File: config.mk
export PLATFORM = sky130hd
export DESIGN_NAME = vreg_port_arbiter
export DESIGN_NICKNAME = d
export VERILOG_FILES = /design/src/rtl/vreg_port_arbiter.sv
export SDC_FILE = /design/constraint.sdc
export NUM_CORES = 1
export LEC_CHECK = 0
export CAP_MARGIN = 20
export CORE_AREA = 2 2 200 202
export DETAILED_ROUTE_END_ITERATION = 12
export DIE_AREA = 0 0 202 204
export SYNTH_ARGS = -nofsm -noshare
export SYNTH_HDL_FRONTEND = slang
export SYNTH_SLANG_ARGS = --single-unit
File: constraint.sdc
create_clock -name clk -period 8.05 [get_ports clk]
set_clock_uncertainty 0.2 [all_clocks]
set_input_delay 1.2075 -clock clk [delete_from_list [all_inputs] [get_ports clk]]
set_output_delay 1.2075 -clock clk [all_outputs]
set_load 0.02 [all_outputs]
File: src/rtl/vreg_port_arbiter.sv
// Round-robin arbiter sharing one vector-register-file port among NUM_REQ requesters.
// Accepted requests pass through a single output register; an in-order tag FIFO routes
// each read response back to the requester that issued the read.
module vreg_port_arbiter #(
    parameter int unsigned NUM_REQ           = 4,
    parameter int unsigned NUM_OF_VECTOR_REG = 32,
    parameter int unsigned VECTOR_REG_WIDTH  = 64,
    parameter int unsigned ADDR_FIELD_WIDTH  = 4,
    parameter int unsigned DATA_W            = VECTOR_REG_WIDTH,
    parameter int unsigned REG_W             = $clog2(NUM_OF_VECTOR_REG),
    parameter int unsigned ADDR_W            = ADDR_FIELD_WIDTH,
    parameter int unsigned MAX_OUTSTANDING   = 4
) (
    input  logic                           clk,
    input  logic                           reset,
    input  logic [NUM_REQ-1:0]             req_vld,
    input  logic [NUM_REQ-1:0]             req_wr,
    input  logic [NUM_REQ-1:0][REG_W-1:0]  req_reg,
    input  logic [NUM_REQ-1:0][ADDR_W-1:0] req_addr,
    input  logic [NUM_REQ-1:0][DATA_W-1:0] req_wdata,
    output logic [NUM_REQ-1:0]             req_grant,
    output logic [NUM_REQ-1:0]             rsp_vld,
    output logic [DATA_W-1:0]              rsp_data,
    output logic                           rf_req_vld,
    output logic                           rf_req_wr,
    output logic [REG_W-1:0]               rf_req_reg,
    output logic [ADDR_W-1:0]              rf_req_addr,
    output logic [DATA_W-1:0]              rf_req_wdata,
    input  logic                           rf_busy,
    input  logic                           rf_rsp_vld,
    input  logic [DATA_W-1:0]              rf_rsp_data,
    output logic                           err_unexpected_rsp
);

    localparam int unsigned TAG_W = (NUM_REQ > 1) ? $clog2(NUM_REQ) : 1;
    localparam int unsigned PTR_W = (MAX_OUTSTANDING > 1) ? $clog2(MAX_OUTSTANDING) : 1;
    localparam int unsigned CNT_W = $clog2(MAX_OUTSTANDING + 1);

    logic                                   oreg_vld_q, oreg_vld_d;
    logic                                   oreg_wr_q, oreg_wr_d;
    logic [REG_W-1:0]                       oreg_reg_q, oreg_reg_d;
    logic [ADDR_W-1:0]                      oreg_addr_q, oreg_addr_d;
    logic [DATA_W-1:0]                      oreg_wdata_q, oreg_wdata_d;
    logic [TAG_W-1:0]                       rr_ptr_q, rr_ptr_d;
    logic [CNT_W-1:0]                       outstanding_q, outstanding_d;
    logic [MAX_OUTSTANDING-1:0][TAG_W-1:0]  tag_mem_q, tag_mem_d;
    logic [PTR_W-1:0]                       wr_ptr_q, wr_ptr_d;
    logic [PTR_W-1:0]                       rd_ptr_q, rd_ptr_d;
    logic [NUM_REQ-1:0]                     rsp_vld_q, rsp_vld_d;
    logic [DATA_W-1:0]                      rsp_data_q, rsp_data_d;
    logic                                   err_q, err_d;

    logic                                   grant_en;
    logic                                   pop;
    logic                                   push;
    logic                                   rd_ok;
    logic [NUM_REQ-1:0]                     eligible;
    logic                                   grant_any;
    logic [TAG_W-1:0]                       grant_idx;
    logic [NUM_REQ-1:0]                     grant;

    // Round-robin search from rr_ptr over eligible requesters; one grant at most.
    always_comb begin
        int unsigned idx;
        idx       = 0;
        grant_en  = !oreg_vld_q || !rf_busy;
        pop       = rf_rsp_vld && (outstanding_q != '0);
        // A response popping this cycle frees a slot for a read granted in the same cycle.
        rd_ok     = (outstanding_q < CNT_W'(MAX_OUTSTANDING)) || pop;
        eligible  = req_vld & (req_wr | {NUM_REQ{rd_ok}});
        grant_any = 1'b0;
        grant_idx = '0;
        grant     = '0;
        for (int k = 0; k < int'(NUM_REQ); k++) begin
            idx = (int'(rr_ptr_q) + k) % NUM_REQ;
            if (grant_en && !grant_any && eligible[idx]) begin
                grant_any = 1'b1;
                grant_idx = TAG_W'(idx);
            end
        end
        if (grant_any) begin
            grant[grant_idx] = 1'b1;
        end
        // Held in reset the block presents no grants.
        req_grant = grant & {NUM_REQ{reset}};
        push      = grant_any && !req_wr[grant_idx];
    end

    // Next state of the output register and round-robin pointer.
    always_comb begin
        oreg_vld_d   = oreg_vld_q;
        oreg_wr_d    = oreg_wr_q;
        oreg_reg_d   = oreg_reg_q;
        oreg_addr_d  = oreg_addr_q;
        oreg_wdata_d = oreg_wdata_q;
        rr_ptr_d     = rr_ptr_q;
        if (grant_any) begin
            oreg_vld_d   = 1'b1;
            oreg_wr_d    = req_wr[grant_idx];
            oreg_reg_d   = req_reg[grant_idx];
            oreg_addr_d  = req_addr[grant_idx];
            oreg_wdata_d = req_wdata[grant_idx];
            rr_ptr_d     = TAG_W'((int'(grant_idx) + 1) % NUM_REQ);
        end else if (oreg_vld_q && !rf_busy) begin
            oreg_vld_d = 1'b0;
        end
    end

    // Tag FIFO, outstanding count and response routing.
    always_comb begin
        tag_mem_d     = tag_mem_q;
        wr_ptr_d      = wr_ptr_q;
        rd_ptr_d      = rd_ptr_q;
        outstanding_d = outstanding_q;
        rsp_vld_d     = '0;
        rsp_data_d    = rsp_data_q;
        err_d         = err_q | (rf_rsp_vld && (outstanding_q == '0));
        if (push) begin
            tag_mem_d[wr_ptr_q] = grant_idx;
            wr_ptr_d            = wr_ptr_q + 1'b1;
        end
        if (pop) begin
            rsp_vld_d[tag_mem_q[rd_ptr_q]] = 1'b1;
            rsp_data_d                     = rf_rsp_data;
            rd_ptr_d                       = rd_ptr_q + 1'b1;
        end
        unique case ({push, pop})
            2'b10:   outstanding_d = outstanding_q + 1'b1;
            2'b01:   outstanding_d = outstanding_q - 1'b1;
            default: outstanding_d = outstanding_q;
        endcase
    end

    // State registers with asynchronous active-low reset.
    always_ff @(posedge clk or negedge reset) begin
        if (!reset) begin
            oreg_vld_q    <= 1'b0;
            oreg_wr_q     <= 1'b0;
            oreg_reg_q    <= '0;
            oreg_addr_q   <= '0;
            oreg_wdata_q  <= '0;
            rr_ptr_q      <= '0;
            outstanding_q <= '0;
            tag_mem_q     <= '0;
            wr_ptr_q      <= '0;
            rd_ptr_q      <= '0;
            rsp_vld_q     <= '0;
            rsp_data_q    <= '0;
            err_q         <= 1'b0;
        end else begin
            oreg_vld_q    <= oreg_vld_d;
            oreg_wr_q     <= oreg_wr_d;
            oreg_reg_q    <= oreg_reg_d;
            oreg_addr_q   <= oreg_addr_d;
            oreg_wdata_q  <= oreg_wdata_d;
            rr_ptr_q      <= rr_ptr_d;
            outstanding_q <= outstanding_d;
            tag_mem_q     <= tag_mem_d;
            wr_ptr_q      <= wr_ptr_d;
            rd_ptr_q      <= rd_ptr_d;
            rsp_vld_q     <= rsp_vld_d;
            rsp_data_q    <= rsp_data_d;
            err_q         <= err_d;
        end
    end

    assign rf_req_vld         = oreg_vld_q;
    assign rf_req_wr          = oreg_wr_q;
    assign rf_req_reg         = oreg_reg_q;
    assign rf_req_addr        = oreg_addr_q;
    assign rf_req_wdata       = oreg_wdata_q;
    assign rsp_vld            = rsp_vld_q;
    assign rsp_data           = rsp_data_q;
    assign err_unexpected_rsp = err_q;

endmodule

Word-level counts from Yosys, hierarchy flattened
Index checks and enable logic that the tools add are counted.
- word-level logic and storage cells: 106
- bits of input ports: 368
- bits in writable memories: 0
- memory bits (read-only): 0
- memories kept: 0
- bits in registers: 161
- output and inout port bits: 148
- latch bits: 0
- div/mod/pow operators: 0
- multiplexer cells: 38
- $lt $le $gt $ge: 12
- bitwise operators: 4
- shifts and indexed selects: 0
- add/subtract/negate cells: 8
- multiply operators: 0
- reductions and logical operators: 26
- equality and inequality tests: 2
- operators with widths (kind ; count):
    $bmux 64 s2 ; 1
    $mux 64 ; 1
    $lt 2x3->1 const B ; 8
    $logic_and 1x1->1 ; 14
    $mux 1 ; 13
    $mux 2 ; 6
    $mux 4 ; 3
    $bmux 1 s2 ; 5
    $bmux 5 s2 ; 1
    $add 2x1->2 const B ; 4
    $and 4x4->4 ; 2
    $bmux 4 s2 ; 1
    $bwmux 8 ; 1
    $ge 2x1->1 const B ; 3
    $logic_not 1->1 ; 6
    $pmux 3 s2 ; 1
    $mux 5 ; 1
    $add 2x2->2 const B ; 2
    $bmux 2 s2 ; 1
    $demux 1 s2 ; 2
    $demux 2 s2 ; 1
    $or 4x4->4 ; 1
    $reduce_bool 2->1 ; 2
    $add 3x1->3 const B ; 1
    8 further kinds ; 9

Logic depth before layout (Yosys ltp)
Gate-level depths: netlist (run 1).
- depth in word-level cells: 27
- mapped depth: 16

Least setup slack after synthesis (run 1)
OpenSTA, ideal clock, no wires.
- path kind: input-to-output
- start point: in rf_rsp_vld
- end point: out req_grant[0]
- stages: 10
- path buffers: 2
- slack: 3.461 ns
- arrival time: 3.182 ns
- path through: nor3b_2 o21bai_2 a31o_1 a221o_1 and3b_1 buf_6 inv_4 buf_2 ha_1 and3_1
- longest elaborated chain between the ends: 26
- RTL lines (what ; RTL line ; text):
    start, declared ; 30 ; input logic rf_rsp_vld,
    $logic_and 1x1->1 * ; 67 ; pop = rf_rsp_vld && (outstanding_q != '0);
    $logic_or 1x1->1 * ; 69 ; rd_ok = (outstanding_q < CNT_W'(MAX_OUTSTANDING)) || pop;
    $or 4x4->4 * ; 70 ; eligible = req_vld & (req_wr | {NUM_REQ{rd_ok}});
    $and 4x4->4 * ; 70 ;
    $bmux 1 s2 ; 76 ; if (grant_en && !grant_any && eligible[idx]) begin
    $mux 1 (not written as such) ; 76 ;
    $logic_and 1x1->1 ; 76 ;
    $mux 1 ; 76 ;
    (+11 left out) ; -- ;
    $mux 2 * ; 76 ;
    net grant_idx[1] ; 59 ; logic [TAG_W-1:0] grant_idx;
    $lt 2x3->1 (not written as such) / $ge 2x1->1 (equally long branches) ; 82 ; grant[grant_idx] = 1'b1;
    $logic_and 1x1->1 (not written as such) ; 82 ;
    $mux 1 (not written as such) ; 82 ;
    $demux 1 s2 * ; 82 ;
    $mux 4 * ; 81 ; if (grant_any) begin
    $and 4x4->4 * ; 85 ; req_grant = grant & {NUM_REQ{reset}};
    end, declared ; 21 ; output logic [NUM_REQ-1:0] req_grant,
The timed path passes the listed nets; every way through them passes the cells marked *. The select of a mux whose other input is x is not followed.

Worst setup path in the final report (run 1)
- start point: in rf_rsp_vld
- end point: out req_grant[0]
- longest elaborated chain between the ends: 26
- RTL lines (what ; RTL line):
    $logic_and 1x1->1 * ; 67
    $logic_or 1x1->1 * ; 69
    $or 4x4->4 * ; 70
    $and 4x4->4 * ; 70
    $bmux 1 s2 ; 76
    $mux 1 (not written as such) ; 76
    $logic_and 1x1->1 ; 76
    $mux 1 ; 76
    (+9 left out) ; --
    $logic_and 1x1->1 (2 in series) ; 76
    $mux 2 ; 76
    $lt 2x3->1 (not written as such) / $ge 2x1->1 (equally long branches) ; 82
    $logic_and 1x1->1 (not written as such) ; 82
    $mux 1 (not written as such) ; 82
    $demux 1 s2 ; 82
    $mux 4 * ; 81
    $and 4x4->4 * ; 85
Every way passes the cells marked *; elsewhere a longest branch is shown, timed or not. The select of a mux whose other input is x is not followed.

==> metrics.md, run 1 <==
| Metric | Value |
|---|---|
| Max Clk Rate | 0.165 GHz |
| Part of the cycle the worst path needs | 0.755 |
| Kind of critical path | in -> out |
| Endpoints failing setup | 0 |
| CTS Hold Bufs | 0 |
| Post-synth net total | 1215 |
| Worst slew margin | 0.370 |
| Leak pwr | 6.71 nW |
| Antenna viol nets, final | 0 |
| Critical Path RT | 6.64 ns |
| Yosys cell types | 56 |
| GP Congestion | 0.785 |
| Initial DRC count | 374 |
| Sequential fraction of design power | 0.252 |
| CP startpoint kind | input port |
| CTS clk-pin slew, worst paths | 0.07 ns |
| Pwr Density | 375 nW/µm² |
| Met3 Use GR | 0.0469 |
| VDD IR-drop max | 276 µV |
| Nets@finish | 1698 |
| CP Depth | 10 |
| Post-DP Area | 14300 µm² |
| Ys flop type | dfrtp_1 |
| Drt wl/cell | 17.9 µm |
| RSZ-0062 raised after global routing | false |
| Average size of a mapped cell | 10.5 µm² |
| Synth warnings | 0 |
| Critical Path AT | 4.67 ns |
| Post-DP HPWL | 25700 µm |
| Min-delay worst type | reg -> reg |
| Grt met2 use | 0.278 |
| Grt met1 use | 0.184 |
| GRT Max-Usage Layer | met2 |
| Core region area | 39200 µm² |
| Final Cell Area | 14900 µm² |
| Vias | 8138 |
| Die X | 202 µm |
| Die area | 41200 µm² |
| Area Growth Syn to Fin | 69.5% |
| Sequential area share after synthesis | 0.460 |
| Hold path depth | 1 |
| CP max-delay cell | clkdlybuf4s50_1 |
| Number of vias per cell | 4.38 |
| Die height | 204 µm |
| # port buffers | 515 |
| Crit-path max cell delay | 0.56 ns |
| Crit-path cells | clkdlybuf4s50_1 > nor3b_2 > o22ai_1 > mux2_2 > o21a_1 > and3b_1 > inv_4 > ha_1 > and3_1 > clkdlybuf4s50_1 |
| Synthesis-stage register bit count | 161 |
| Post-synth EDFFs | 0 |
| Cts repair resizes | 0 |
| Gate power share | 0.602 |
| Residual DRC | 0 |
| Initial antenna violation count | 1 |
| Worst r2r path cells | 14 |
| Fraction of registers with async set/reset | 1.00 |
| Cell area after synthesis | 8760 µm² |
| CTS Buffer Depth | 2 |
| Clk sinks | 161 |
| Initial core utilization | 0.224 |
| Clock Latency Late Sink | 0.43 ns |
| Worst slew pin tran | 0.945 ns |
| P_int | 3.15 mW |
| Crit path time final | 6.07 ns |
| Final hold vios | 0 |
| Crit path max fanout | 20 |
| Io pins | 516 |
| CTS tree | yes |
| Switching share of power | 0.435 |
| Post-CTS Setup Bufs | 0 |
| Drt total wl | 33400 µm |
| Reg-to-reg critical path startpoint | outstanding_q[2] |
| H-tree depth | 4 |
| First-pass GRT wire length | 50000 µm |
| Fillers | 3908 |
| Setup TNS | 0 ns |
| Pin count of the biggest net entering global routing | 69 |
| DR pass1 iterations | 5 |
| Post-Synthesis Cells | 837 |
| Site row count | 73 |
| Crit-path leading delay family | buffers and inverters |
| Crit path from | rf_rsp_vld |
| Slew Viols, Final | 0 |
| Outcome | finished clean |
| GR Overflow Total | 0 |
| Max_cap viols | 0 |
| Clock power share | 0.146 |
| Switch Pwr | 2.42 mW |
| Worst path buffer plus inverter count | 3 |
| Placed Cells | 1826 |
| Min-delay src | err_unexpected_rsp |
| Worst path most repeated cell | clkdlybuf4s50_1 |
| Cell Count, Final, Fillers Out | 1859 |
| Crit end category | output pin |
| Layout cell share with drive strength beyond 1 | 0.0765 |
| CTS root buf | clkbuf_16 |
| Total GRT Usage | 0.160 |
| Number of global-route vias before repair | 8486 |
| Num CTS Buffers | 17 |
## worst reg2reg max path: cells and delay by family (launching register included)
family / cells / cell delay [ns]
flops: 1 / 0.45
xor+xnor: 2 / 0.30
compound gates: 4 / 1.06
buf+inv: 2 / 0.45
simple gates: 4 / 1.13
fa+ha+maj: 2 / 0.61
## Yosys cell counts (6+ instances only)
| master | n | area share |
|---|---|---|
| inv_1 | 8 | 0.0034 |
| o221ai_2 | 40 | 0.069 |
| buf_2 | 13 | 0.0074 |
| mux2i_1 | 147 | 0.17 |
| nor2_1 | 7 | 0.0030 |
| ha_1 | 9 | 0.013 |
| nand2_1 | 286 | 0.12 |
| buf_6 | 13 | 0.017 |
| clkbuf_1 | 19 | 0.0081 |
| dfrtp_1 | 161 | 0.46 |
| a21oi_1 | 6 | 0.0034 |
| o221ai_1 | 34 | 0.034 |
| buf_4 | 12 | 0.010 |
| and3_1 | 6 | 0.0043 |
## per-stage QoR
stage	hold WS (ns)	worst slack (ns)	power [mW]	util
2_1_floorplan	0.260	3.46	3.59	-
4_1_cts	0.267	1.94	5.67	0.379
3_5_place_dp	0.248	1.95	4.82	0.364
5_1_grt	0.274	1.76	5.96	0.379
3_3_place_gp	0.252	1.98	4.79	0.364
6_report	0.257	1.98	5.57	0.379
## layout make-up
cell class              count  area (µm²)  share of cell area
clock buffers              23         478              0.0322
well taps                 525         657              0.0442
multi-input cells         605        4320               0.291
diodes                      1        2.50            0.000168
clock inverters             9         100             0.00674
flip-flops and latches    161        4030               0.271
repair buffers            525        5230               0.352
inverters                  10        40.0             0.00269
## path summary, 6_finish.rpt
path                       slack (ns)            endpoint
max                              1.98        req_grant[0]
min                              0.26  err_unexpected_rsp
max reg2reg                      3.72    outstanding_q[2]
min reg2reg                      0.26  err_unexpected_rsp
max in group asynchronous        5.96         rsp_data[5]
min in group asynchronous        0.48        rsp_data[19]
## cell usage in the layout, fill, tap and decap left out, types with 3 or more instances in the layout
| cell type | instances |
|---|---|
| o221ai_2 | 40 |
| clkbuf_16 | 17 |
| inv_1 | 8 |
| clkbuf_1 | 3 |
| a21oi_1 | 6 |
| and3_1 | 6 |
| dfrtp_1 | 161 |
| o21ai_1 | 3 |
| ha_1 | 9 |
| o21ai_0 | 4 |
| o221ai_1 | 34 |
| clkdlybuf4s50_1 | 514 |
| buf_4 | 10 |
| o31ai_1 | 4 |
| nor2_1 | 7 |
| clkinvlp_4 | 4 |
| a41oi_1 | 4 |
| and2_1 | 5 |
| nor3b_2 | 3 |
| nand2_1 | 286 |
| mux2i_1 | 147 |
| clkbuf_8 | 3 |
| xnor2_1 | 5 |
## power groups by stage
stage	Clock [mW]	Sequential, mW	Combinational [mW]
4_1_cts	0.848	1.41	3.42
6_report	0.815	1.40	3.35
3_3_place_gp	0	1.40	3.39
5_1_grt	0.875	1.45	3.63
2_1_floorplan	0	1.76	1.83
3_5_place_dp	0	1.42	3.40
## logic make-up (layout without fill, tap and decap cells)
family                     after synthesis  count (layout)  share of synthesized area
other                                    0               1                          0
AOI/OAI and AO/OA                      117             117                      0.145
DFF                                    161             161                      0.460
adders and majority gates               10              10                     0.0151
xor gates and xnor gates                 6               6                    0.00600
and+or+nand+nor                        319             319                      0.147
muxes                                  153             153                      0.179
buffers and inverters                   71             567                     0.0488
## metal layers
metal | vias to the layer above | share of wire
met2 | 353 | 0.51
met5 | - | 0
met1 | 3813 | 0.39
li1 | 3932 | -
met4 | 0 | 0.030
met3 | 40 | 0.072
No activity file was read; power rests on OpenSTA's default activity.
==> inputs of run 2 (changes only) <==
--- a/config.mk
+++ b/config.mk
@@ -6,9 +6,9 @@
 export NUM_CORES = 1
 export LEC_CHECK = 0
 export CAP_MARGIN = 20
-export CORE_AREA = 2 2 200 202
+export CORE_AREA = 2 2 198 200
 export DETAILED_ROUTE_END_ITERATION = 12
-export DIE_AREA = 0 0 202 204
+export DIE_AREA = 0 0 200 202
 export SYNTH_ARGS = -nofsm -noshare
 export SYNTH_HDL_FRONTEND = slang
 export SYNTH_SLANG_ARGS = --single-unit
==> constraint.sdc (replaced) <==
create_clock -name clk -period 4.88 [get_ports clk]
set_clock_uncertainty 0.2 [all_clocks]
set_input_delay 0.732 -clock clk [delete_from_list [all_inputs] [get_ports clk]]
set_output_delay 0.732 -clock clk [all_outputs]
set_load 0.02 [all_outputs]
==> run 2 against run 1 <==
Net effect: critical path type unchanged; final area up 1.1%; wire length is 2.2% higher; first-iteration DRC count shrank 17%; sequential share of layout area fell by 0.28 points; clock-buffer cell count is 2 lower.
==> metrics.md, run 2 (synthesized netlist as in run 1, its figures left out) <==
| Metric | Value |
|---|---|
| Total GRT Usage | 0.167 (was 0.160) |
| Commonest non-fill, non-tap cell in the layout | clkdlybuf4s50_1 (unchanged) |
| # port buffers | 515 (unchanged) |
| CTS root buf | clkbuf_16 (unchanged) |
| Pwr Density | 627 nW/µm² (was 375 nW/µm²) |
| Layout cell share with drive strength beyond 1 | 0.0842 (was 0.0765) |
| Top Layer Used | met4 (unchanged) |
| Nets@finish | 1708 (was 1698) |
| Outcome | finished clean (unchanged) |
| Critical Path AT | 3.65 ns (was 4.67 ns) |
| Area Growth Syn to Fin | 71.3% (was 69.5%) |
| DR pass1 iterations | 6 (was 5) |
| Io pins | 516 (unchanged) |
| Worst slew pin tran | 1.02 ns (was 0.945 ns) |
| Site row count | 72 (was 73) |
| Drt wl/cell | 18.3 µm (was 17.9 µm) |
| Number of global-route vias before repair | 8560 (was 8486) |
| CTS Buffer Depth | 2 (unchanged) |
| CTS tree | yes (unchanged) |
| Antenna viol nets, final | 0 (unchanged) |
| Worst path most repeated cell | clkdlybuf4s50_1 (unchanged) |
| FF-to-FF End | outstanding_q[2] (unchanged) |
| Worst path buffer plus inverter count | 3 (unchanged) |
| Met2 Wirelength | 17700 µm (was 16900 µm) |
| Leak pwr | 6.82 nW (was 6.71 nW) |
| Number of vias per cell | 4.41 (was 4.38) |
| Min-delay worst type | in -> async (was reg -> reg) |
| Post-CTS Setup Bufs | 0 (unchanged) |
| CP Depth | 10 (unchanged) |
| Crit-path leading delay family | buffers and inverters (unchanged) |
| First-pass GRT wire length | 50600 µm (was 50000 µm) |
| Hold_ws | 0.0178 ns (was 0.257 ns) |
| Most frequent cells in the layout | clkdlybuf4s50_1 (513), nand2_1 (286), dfrtp_1 (161) (was clkdlybuf4s50_1 (514), nand2_1 (286), dfrtp_1 (161)) |
| Vias | 8207 (was 8138) |
| Die X | 200 µm (was 202 µm) |
| Setup TNS | 0 ns (unchanged) |
| Core region area | 38300 µm² (was 39200 µm²) |
| Wire length on met1 | 13100 µm (was 13000 µm) |
| Kind of critical path | in -> out (unchanged) |
| Pin count of the biggest net entering global routing | 125 (was 69) |
| Part of the cycle the worst path needs | 0.939 |
| Cts repair resizes | 0 (unchanged) |
| Cell Count, Final, Fillers Out | 1860 (was 1859) |
| Endpoints failing setup | 0 (unchanged) |
| Worst slew margin | 0.322 (was 0.370) |
| Worst r2r path cells | 13 (was 14) |
| GP Congestion | 0.817 (was 0.785) |
| H-tree depth | 4 (unchanged) |
| CP startpoint kind | input port (unchanged) |
| Fillers | 3792 (was 3908) |
| RSZ-0062 raised after global routing | false (unchanged) |
| CTS Hold Bufs | 0 (unchanged) |
| Max Clk Rate | 0.218 GHz |
| Residual DRC | 0 (unchanged) |
| Initial core utilization | 0.229 (was 0.224) |
| Num CTS Buffers | 17 (unchanged) |
| Clock Latency Late Sink | 0.44 ns (was 0.43 ns) |
| Crit-path max cell delay | 0.53 ns (was 0.56 ns) |
| Slew Viols, Final | 0 (unchanged) |
| R2R setup slack | 1.14 ns (was 3.72 ns) |
| CP max-delay cell | clkdlybuf4s50_1 (unchanged) |
| Clk sinks | 161 (unchanged) |
| GR Overflow Total | 0 (unchanged) |
| Post-DP Area | 14400 µm² (was 14300 µm²) |
| CTS clk-pin slew, worst paths | 0.07 ns (about the same) |
| Crit end category | output pin (unchanged) |
| VDD IR-drop max | 497 µV (was 276 µV) |
| Reg-to-reg critical path startpoint | outstanding_q[2] (unchanged) |
| Max_cap viols | 0 (unchanged) |
| Drt total wl | 34100 µm (was 33400 µm) |
| Final Cell Area | 15000 µm² (was 14900 µm²) |
| Final hold vios | 0 (unchanged) |
| Crit-path cells | clkdlybuf4s50_1 > nor3b_4 > o22ai_1 > mux2_2 > o21a_1 > and3b_1 > inv_4 > ha_1 > and3_1 > clkdlybuf4s50_1 (was clkdlybuf4s50_1 > nor3b_2 > o22ai_1 > mux2_2 > o21a_1 > and3b_1 > inv_4 > ha_1 > and3_1 > clkdlybuf4s50_1) |
| Crit path max fanout | 8 (was 20) |
| Wire length on met3 | 2730 µm (was 2400 µm) |
| # diodes | 0 (was 1) |
| Initial antenna violation count | 0 (was 1) |
| Die height | 202 µm (was 204 µm) |
| Placed Cells | 1829 (was 1826) |
| Critical Path RT | 3.95 ns (was 6.64 ns) |
| Die area | 40400 µm² (was 41200 µm²) |
| Crit path time final | 4.58 ns |
| Initial DRC count | 310 (was 374) |
| Post-DP HPWL | 26700 µm (was 25700 µm) |
==> run 2: changes by cell type in the layout (fill, tap and decap cells not counted), moves of 2 or more <==
cell,previous run,this run
buf_4,10,16
buf_12,0,4
clkinvlp_4,4,1
inv_6,0,3
bufinv_16,1,3
nor3b_4,0,2
==> run 2: routing by layer <==
layer / track usage / up-vias
li1: - / 3942
met1: 0.189 / 3904
met2: 0.301 / 331
met3: 0.0466 / 30
met4: 0.0476 / 0
met5: 0 / -
==> run 2: worst max-delay path by stage <==
stage                     from               end  slack, ns
finish               req_wr[2]      req_grant[0]       0.30
global route         req_wr[2]      req_grant[0]       0.18
CTS                 rf_rsp_vld      req_grant[0]       0.10
detailed placement  rf_rsp_vld      req_grant[0]       0.10
global placement    rf_rsp_vld      req_grant[0]       0.13
floorplan              rf_busy  outstanding_q[2]       1.18
==> run 2: report_power, final <==
group / total, mW / internal, mW / switching, mW
Clock: 1.43 / 0.839 / 0.591
Sequential: 2.31 / 1.95 / 0.364
Combinational: 5.67 / 2.60 / 3.07
Total: 9.41 / 5.39 / 4.02
==> run 2: layout make-up <==
cell class | instances | area [µm²] | share of cell area
Clock buffer | 21 | 460 | 0.0307
Timing Repair Buffer | 535 | 5360 | 0.357
Sequential cell | 161 | 4030 | 0.268
Inverter | 10 | 40.0 | 0.00267
Clock inverter | 10 | 149 | 0.00992
Tap cell | 518 | 648 | 0.0432
Multi-Input combinational cell | 605 | 4330 | 0.288
==> run 2: through the flow <==
step           total power, mW  setup slack (ns)   util
6_report                  9.41             0.298  0.392
5_1_grt                   10.0             0.184  0.392
4_1_cts                   9.56             0.103  0.392
3_5_place_dp              8.09             0.104  0.376
3_3_place_gp              8.02             0.133  0.376
2_1_floorplan             5.92              1.18      -
